### src/rtl/ctrl_pkg.sv
// ctrl_pkg: shared state encoding and opcode constants for the multi-cycle accumulator controller.
package ctrl_pkg;

    typedef enum logic [2:0] {
        S_IDLE,
        S_FETCH,
        S_DECODE,
        S_EXEC,
        S_WB,
        S_HALT
    } state_t;

    localparam logic [2:0] OP_LDA = 3'd0;
    localparam logic [2:0] OP_STA = 3'd1;
    localparam logic [2:0] OP_ADD = 3'd2;
    localparam logic [2:0] OP_SUB = 3'd3;
    localparam logic [2:0] OP_JMP = 3'd4;
    localparam logic [2:0] OP_JEZ = 3'd5;
    localparam logic [2:0] OP_LDI = 3'd6;
    localparam logic [2:0] OP_HLT = 3'd7;

    // Folds any opcode wider than the ISA into the 3-bit space; everything above 7 behaves as HLT.
    function automatic logic [2:0] op3(input logic [31:0] op);
        return (op > 32'd7) ? OP_HLT : op[2:0];
    endfunction

endpackage

### src/rtl/ctrl_decode.sv
// ctrl_decode: combinational strobe decode from the registered state and latched opcode.
module ctrl_decode
    import ctrl_pkg::*;
#(
    parameter int DATA_W   = 13,
    parameter int OPCODE_W = 3
) (
    input  state_t              state,
    input  logic [OPCODE_W-1:0] op_q,
    input  logic [DATA_W-1:0]   ac,
    input  logic                mem_ready,
    output logic                rd_mem,
    output logic                wr_mem,
    output logic                ac_src,
    output logic                ld_ac,
    output logic                ld_imm,
    output logic                pc_src,
    output logic                pc_inc,
    output logic                ld_ir,
    output logic                alu_add,
    output logic                alu_sub,
    output logic                busy,
    output logic                halted
);

    logic [2:0] op;

    assign op     = op3(32'(op_q));
    assign busy   = (state != S_IDLE) && (state != S_HALT);
    assign halted = (state == S_HALT);

    // Datapath strobes per state; the zero test spans the full accumulator width.
    always_comb begin
        rd_mem  = 1'b0;
        wr_mem  = 1'b0;
        ac_src  = 1'b0;
        ld_ac   = 1'b0;
        ld_imm  = 1'b0;
        pc_src  = 1'b0;
        pc_inc  = 1'b0;
        ld_ir   = 1'b0;
        alu_add = 1'b0;
        alu_sub = 1'b0;
        case (state)
            S_FETCH: begin
                rd_mem = 1'b1;
                ld_ir  = mem_ready;
                pc_inc = mem_ready;
            end
            S_EXEC: begin
                rd_mem  = (op == OP_LDA) || (op == OP_ADD) || (op == OP_SUB);
                wr_mem  = (op == OP_STA);
                ac_src  = (op == OP_LDA);
                alu_add = (op == OP_ADD);
                alu_sub = (op == OP_SUB);
                pc_src  = (op == OP_JMP) || ((op == OP_JEZ) && (ac == '0));
                ld_imm  = (op == OP_LDI);
                ld_ac   = (op == OP_LDI);
            end
            S_WB: begin
                ld_ac   = 1'b1;
                ac_src  = (op == OP_LDA);
                alu_add = (op == OP_ADD);
                alu_sub = (op == OP_SUB);
            end
            default: ;
        endcase
    end

endmodule

### src/rtl/multicycle_controller.sv
// multicycle_controller: FETCH/DECODE/EXEC/WB sequencer for the accumulator CPU; CTRL_RETIRE_CNT_EN adds a retired-instruction counter.
module multicycle_controller
    import ctrl_pkg::*;
#(
    parameter int DATA_W   = 13,
    parameter int OPCODE_W = 3
`ifdef CTRL_RETIRE_CNT_EN
   ,parameter int CNT_W    = 16
`endif
) (
    input  logic                clk,
    input  logic                rst,
    input  logic                start,
    input  logic [OPCODE_W-1:0] opcode,
    input  logic [DATA_W-1:0]   ac,
    input  logic                mem_ready,
    output logic                rd_mem,
    output logic                wr_mem,
    output logic                ac_src,
    output logic                ld_ac,
    output logic                ld_imm,
    output logic                pc_src,
    output logic                pc_inc,
    output logic                ld_ir,
    output logic                alu_add,
    output logic                alu_sub,
    output logic                busy,
    output logic                halted
`ifdef CTRL_RETIRE_CNT_EN
   ,output logic [CNT_W-1:0]    retired
`endif
);

    state_t              state, state_n;
    logic [OPCODE_W-1:0] op_q;
    logic [2:0]          op;
    logic                mem_op;

    assign op     = op3(32'(op_q));
    assign mem_op = (op == OP_LDA) || (op == OP_ADD) || (op == OP_SUB);

    // State and latched opcode; the opcode is captured only when the fetch completes.
    always_ff @(posedge clk or posedge rst) begin
        if (rst) begin
            state <= S_IDLE;
            op_q  <= '0;
        end else begin
            state <= state_n;
            if (state == S_FETCH && mem_ready)
                op_q <= opcode;
        end
    end

    // Next-state sequencing; memory-touching states wait for mem_ready, start is only seen in IDLE/HALT.
    always_comb begin
        state_n = state;
        case (state)
            S_IDLE:   state_n = start ? S_FETCH : S_IDLE;
            S_FETCH:  state_n = mem_ready ? S_DECODE : S_FETCH;
            S_DECODE: state_n = S_EXEC;
            S_EXEC:   state_n = (op == OP_HLT) ? S_HALT :
                                mem_op         ? (mem_ready ? S_WB : S_EXEC) :
                                (op == OP_STA) ? (mem_ready ? S_FETCH : S_EXEC) :
                                                 S_FETCH;
            S_WB:     state_n = S_FETCH;
            S_HALT:   state_n = start ? S_FETCH : S_HALT;
            default:  state_n = S_IDLE;
        endcase
    end

    ctrl_decode #(
        .DATA_W   (DATA_W),
        .OPCODE_W (OPCODE_W)
    ) u_decode (
        .state     (state),
        .op_q      (op_q),
        .ac        (ac),
        .mem_ready (mem_ready),
        .rd_mem    (rd_mem),
        .wr_mem    (wr_mem),
        .ac_src    (ac_src),
        .ld_ac     (ld_ac),
        .ld_imm    (ld_imm),
        .pc_src    (pc_src),
        .pc_inc    (pc_inc),
        .ld_ir     (ld_ir),
        .alu_add   (alu_add),
        .alu_sub   (alu_sub),
        .busy      (busy),
        .halted    (halted)
    );

`ifdef CTRL_RETIRE_CNT_EN
    logic retire;

    assign retire = (state == S_WB) ||
                    ((state == S_EXEC) && ((op == OP_STA) ? mem_ready : !mem_op));

    // Counts each instruction on its last cycle; wraps naturally at 2^CNT_W.
    always_ff @(posedge clk or posedge rst) begin
        if (rst)
            retired <= '0;
        else if (retire)
            retired <= retired + 1'b1;
    end
`endif

endmodule

### config.mk
export PLATFORM = sky130hd
export DESIGN_NAME = multicycle_controller
export DESIGN_NICKNAME = d
export VERILOG_FILES = /design/src/rtl/ctrl_pkg.sv /design/src/rtl/ctrl_decode.sv /design/src/rtl/multicycle_controller.sv
export SDC_FILE = /design/constraint.sdc
export NUM_CORES = 1
export LEC_CHECK = 0
export CORE_MARGIN = 5
export CORE_UTILIZATION = 36
export DETAILED_ROUTE_END_ITERATION = 6
export GPL_TIMING_DRIVEN = 0
export PLACE_DENSITY = 0.91
export SETUP_SLACK_MARGIN = 0.3
export SLEW_MARGIN = 20
export SYNTH_ARGS = -nofsm -noshare
export SYNTH_HDL_FRONTEND = slang
export SYNTH_SLANG_ARGS = --single-unit
### constraint.sdc
create_clock -name clk -period 3.15 [get_ports clk]
set_input_delay 0.315 -clock clk [delete_from_list [all_inputs] [get_ports clk]]
set_output_delay 0.315 -clock clk [all_outputs]
set_load 0.005 [all_outputs]
======== Yosys cells after proc, flatten, opt, wreduce, memory -nomap -nowiden ========
Cells that the tools add are included.
W data, S select, Z words.
word-level totals
  bits of input ports ..................... 20
  bits in writable memories ............... 0
  memories kept ........................... 0
  bits in registers ....................... 6
  ROM bits ................................ 0
  bits in latches ......................... 0
cells by class
  shift operators ......................... 0
  add/subtract/negate cells ............... 0
  bitwise operators ....................... 0
  multipliers ............................. 0
  eq/ne operators ......................... 13
  div/mod/pow operators ................... 0
  reductions and logical operators ........ 11
  magnitude comparators ................... 0
  multiplexer cells ....................... 18
operator list
  operator              number
  $eq A3 B3 Y1 const B  6
  $pmux W3 S6           1
  $logic_not A13 Y1     1
  $eq A3 B2 Y1 const B  4
  $mux W3               4
  $mux W1               8
  $eq A3 B1 Y1 const B  2
  $logic_not A3 Y1      2
  $mux W2               3
  $pmux W1 S2           2
  $logic_and A1 B1 Y1   3
  $logic_or A1 B1 Y1    3
  $ne A3 B3 Y1 const B  1
  $reduce_bool A3 Y1    1
  $reduce_or A2 Y1      1

======== Longest topological paths before layout ========
  depth after elaboration ................. 6
  depth in mapped cells ................... 4

======== Cells and area by module ========
Synthesis repeated with hierarchy kept, for this count alone.
second synthesis, totals
  cells, all modules ...................... 53
  area, all modules ....................... 480.5 sq um
by module, submodules not included
  module                 instances  cells an instance  area an instance (sq um)
  multicycle_controller  1          26                 310.3
  ctrl_decode            1          27                 170.2

======== Least setup slack after synthesis ========
OpenSTA, ideal clock, no wires.
  kind .................................... register to output
  start ................................... register state[1]
  end ..................................... output alu_sub
  path buffers ............................ 1
  stages on the path, launching flop included .. 5
  arrival time ............................ 1.212 ns
  slack ................................... 1.623 ns
  cell sequence ........................... dfrtp_1 -> buf_6 -> or3b_1 -> a21o_1 -> nor2_1
between the ends
  longest elaborated chain between the ends .. 3
  elaborated cells on any way between the ends .. 4
  those cells by class .................... eq/ne: 2; mux: 1; reduce/logical: 1
RTL lines
  what                                                 RTL line                     source
  from (decl)                                          multicycle_controller.sv:34  state_t state, state_n;
  from (signal assigned)                               multicycle_controller.sv:48  state <= state_n;
  $eq A3 B2 Y1 / $eq A3 B3 Y1 (equally long branches)  ctrl_decode.sv:44            case (state)
  $reduce_or A2 Y1 (no line) (*)                       n/a
  $mux W1 (*)                                          n/a
  to (decl)                                            multicycle_controller.sv:26  output logic alu_sub,
Mark *: on every way between the ends. The rest lies on a longest branch, timed or not.

======== Final worst setup path ========
  start ................................... input ac[1]
  end ..................................... output pc_src
between the ends
  longest elaborated chain between the ends .. 4
RTL lines
  what                 RTL line                     source
  from (decl)          multicycle_controller.sv:15  input logic [DATA_W-1:0] ac,
  $logic_not A13 Y1    ctrl_decode.sv:56            pc_src = (op == OP_JMP) || ((op == OP_JEZ) && (ac == '0));
  $logic_and A1 B1 Y1  ctrl_decode.sv:56
  $logic_or A1 B1 Y1   ctrl_decode.sv:56
  $mux W1              ctrl_decode.sv:44
  to (decl)            multicycle_controller.sv:22  output logic pc_src,
No other way between the ends.

==> impl_metrics.json <==
{
  "powerDensity_nw_per_um2": 792,
  "synth_edf_count": 0,
  "totalNegativeSetupSlack_ps": 0,
  "r2r-end": "op[0]$_DFFE_PP0P_",
  "clockBufferDepth": 2,
  "diodes": 0,
  "syn_avg_cell_area_sq_um": 8.71,
  "wl_per_cell_um": 12.1,
  "netlist_area_sq_um": 470,
  "max_slew.worst_pin.slew_ps": 351,
  "clkTransAtPathRegs_ps": 40,
  "first_pass_iters": 4,
  "cts_resized": 0,
  "ys_ff_latch": 6,
  "reg2reg_depth": 3,
  "hp-class": "in -> async",
  "ys_types": 31,
  "async_flop_share_pct": 100,
  "via_count": 510,
  "grt_overflow": 0,
  "grt_setup_unrepaired": "false",
  "crit_family": "buffers and inverters",
  "critPathLaunchType": "input port",
  "finalSetupViolations": 0,
  "antenna_left": 0,
  "layout.area.seq_sq_um": 150,
  "max_stage_delay_ps": 580,
  "crit_buf_inv": 2,
  "outcome": "complete, no violations",
  "syn_inst": 54,
  "yosys_warnings": 0,
  "max_freq_ghz": 0.409,
  "cts_sinks": 6,
  "end_kind": "output pin",
  "drive_above_1_share_pct": 13.6,
  "fin_nets": 110,
  "drv_slew": 0,
  "post-cts-setup-buffers": 0,
  "row_count": 13,
  "drc": 0,
  "synth.most_common_cell": "dfrtp_1",
  "relSlewSlack_pct": 76.6,
  "yosys.area.top_type": "dfrtp_1",
  "synth_common_cells": "dfrtp_1, nor3_1, nor2_1",
  "totalWireLength_um": 1250,
  "yosys-top-cells-area": "dfrtp_1, mux2_2, nor3_1",
  "path_class": "in -> out",
  "p_leak_nw": 0.324,
  "path_max_fanout": 1,
  "cp.arrival_ps": 2130,
  "io_pins": 32,
  "syn_nets": 74,
  "period_share_pct": 77.5,
  "core_sq_um": 1270,
  "cts_hold_buffers": 0,
  "die_area_sq_um": 2130,
  "reg2reg_slack_ps": 1800,
  "root_buffer": "clkbuf_4",
  "finalHoldViolCount": 0,
  "grt_pass1_vias": 479,
  "synth_top_area_share_pct": 31.9,
  "cts_buffers": 3,
  "worstReg2RegStart": "state[2]$_DFF_PP0_",
  "die_y_um": 46.2,
  "multi_input_area_sq_um": 280,
  "power_uw": 651,
  "grtUsageTotal_pct": 13.4,
  "drtIter0Drc": 4,
  "cts_tree": "yes",
  "die_w_um": 46.2,
  "finClkSkew_ps": 1.16,
  "initial_utilization_pct": 37.1,
  "n_fill_cell": 114,
  "ir_worst_vdd_mv": 0.562,
  "maxCapViolCount": 0,
  "cp_common_cell": "clkdlybuf4s50_1",
  "grt_pass1_wl_um": 2050,
  "vias_per_cell": 4.95,
  "place_congestion": 0.694,
  "clk_latency_ps": 230,
  "cp_data_required_time_ps": 2830,
  "portBuffers": 31,
  "ys_seq_area_share_pct": 31.9,
  "synth_ff_type": "dfrtp_1",
  "antenna_found_initial": 0,
  "min_period_ps": 2440,
  "slowest_stage": "clkdlybuf4s50_1",
  "grt_start_max_net_pins": 11,
  "flow.area_growth_from_synthesis_pct": 74.7,
  "cts_max_level": 1,
  "worstPathCellList": "clkdlybuf4s50_1, nor4_1, nand4_1, a2111oi_1, clkdlybuf4s50_1"
}
## worst max-delay path by stage
stage	endpoint	cells past startpoint	start	slack (ps)
CTS	pc_src	5	ac[1]	710
detailed placement	pc_src	5	ac[1]	710
global route	pc_src	5	ac[7]	660
finish	pc_src	5	ac[1]	710
floorplan	alu_sub	4	state[1]$_DFF_PP0_	1620
global placement	pc_src	5	ac[1]	730
## metrics by stage
stage | instances | instance area (sq um) | hold WS, ps | worst slack [ps] | util, %
5_1_grt | 103 | 822 | 325 | 659 | 64.8
3_3_place_gp | 100 | 800 | 533 | 726 | 63.0
4_1_cts | 103 | 822 | 302 | 708 | 64.8
3_5_place_dp | 100 | 800 | 543 | 708 | 63.0
2_1_floorplan | 54 | 470 | 106 | 1620 | -
6_report | 103 | 822 | 299 | 708 | 64.8
## layout by cell type, fill, tap and decap left out, drive strengths merged, types with 2 or more instances in the layout
cell type,netlist,layout
buf,4,4
nor2,4,4
nor4,2,2
clkbuf,1,4
clkdlybuf4s50,0,31
nor3,6,6
dfrtp,6,6
nand2,3,3
o21ai,2,2
nor3b,2,2
nand2b,3,3
mux2,3,3
inv,2,2
## flip-flops by register name, summed over array words and instances, names as in the netlist
signal	count
op	3
state	3
## per-layer routing
metal  routed length (um)  part of all wire [%]  GRT usage [%]
met5                    0                     0              0
met4                    0                     0           5.11
met2                  709                    57           25.0
met3                   46                   3.7           2.34
met1                  493                    39           14.6
## where the power goes
| part | leakage [nW] | internal (mW) | switching [mW] |
|---|---|---|---|
| registers | 0.0714 | 0.117 | 0.0351 |
| clock network | 0.0138 | 0.0428 | 0.0228 |
| logic | 0.239 | 0.250 | 0.183 |
| total | 0.324 | 0.410 | 0.241 |
## area by class of cell
class | instances | share of cell area (%)
sequential | 6 | 18.3
tap | 15 | 2.28
buffer | 5 | 3.96
clock buffer | 3 | 2.74
timing repair buffer | 31 | 37.7
multi-input combinational | 41 | 34.1
inverter | 2 | 0.913
## cells by family (layout without fill, tap and decap cells)
family	Yosys count	after routing	synth area share [%]
muxes	4	4	9.31
and+or+nand+nor	27	27	34.6
xor gates and xnor gates	1	1	1.86
buffers and inverters	7	41	8.51
AOI/OAI and AO/OA	9	9	13.8
DFF	6	6	31.9
Power figures use the tool's default switching activity.
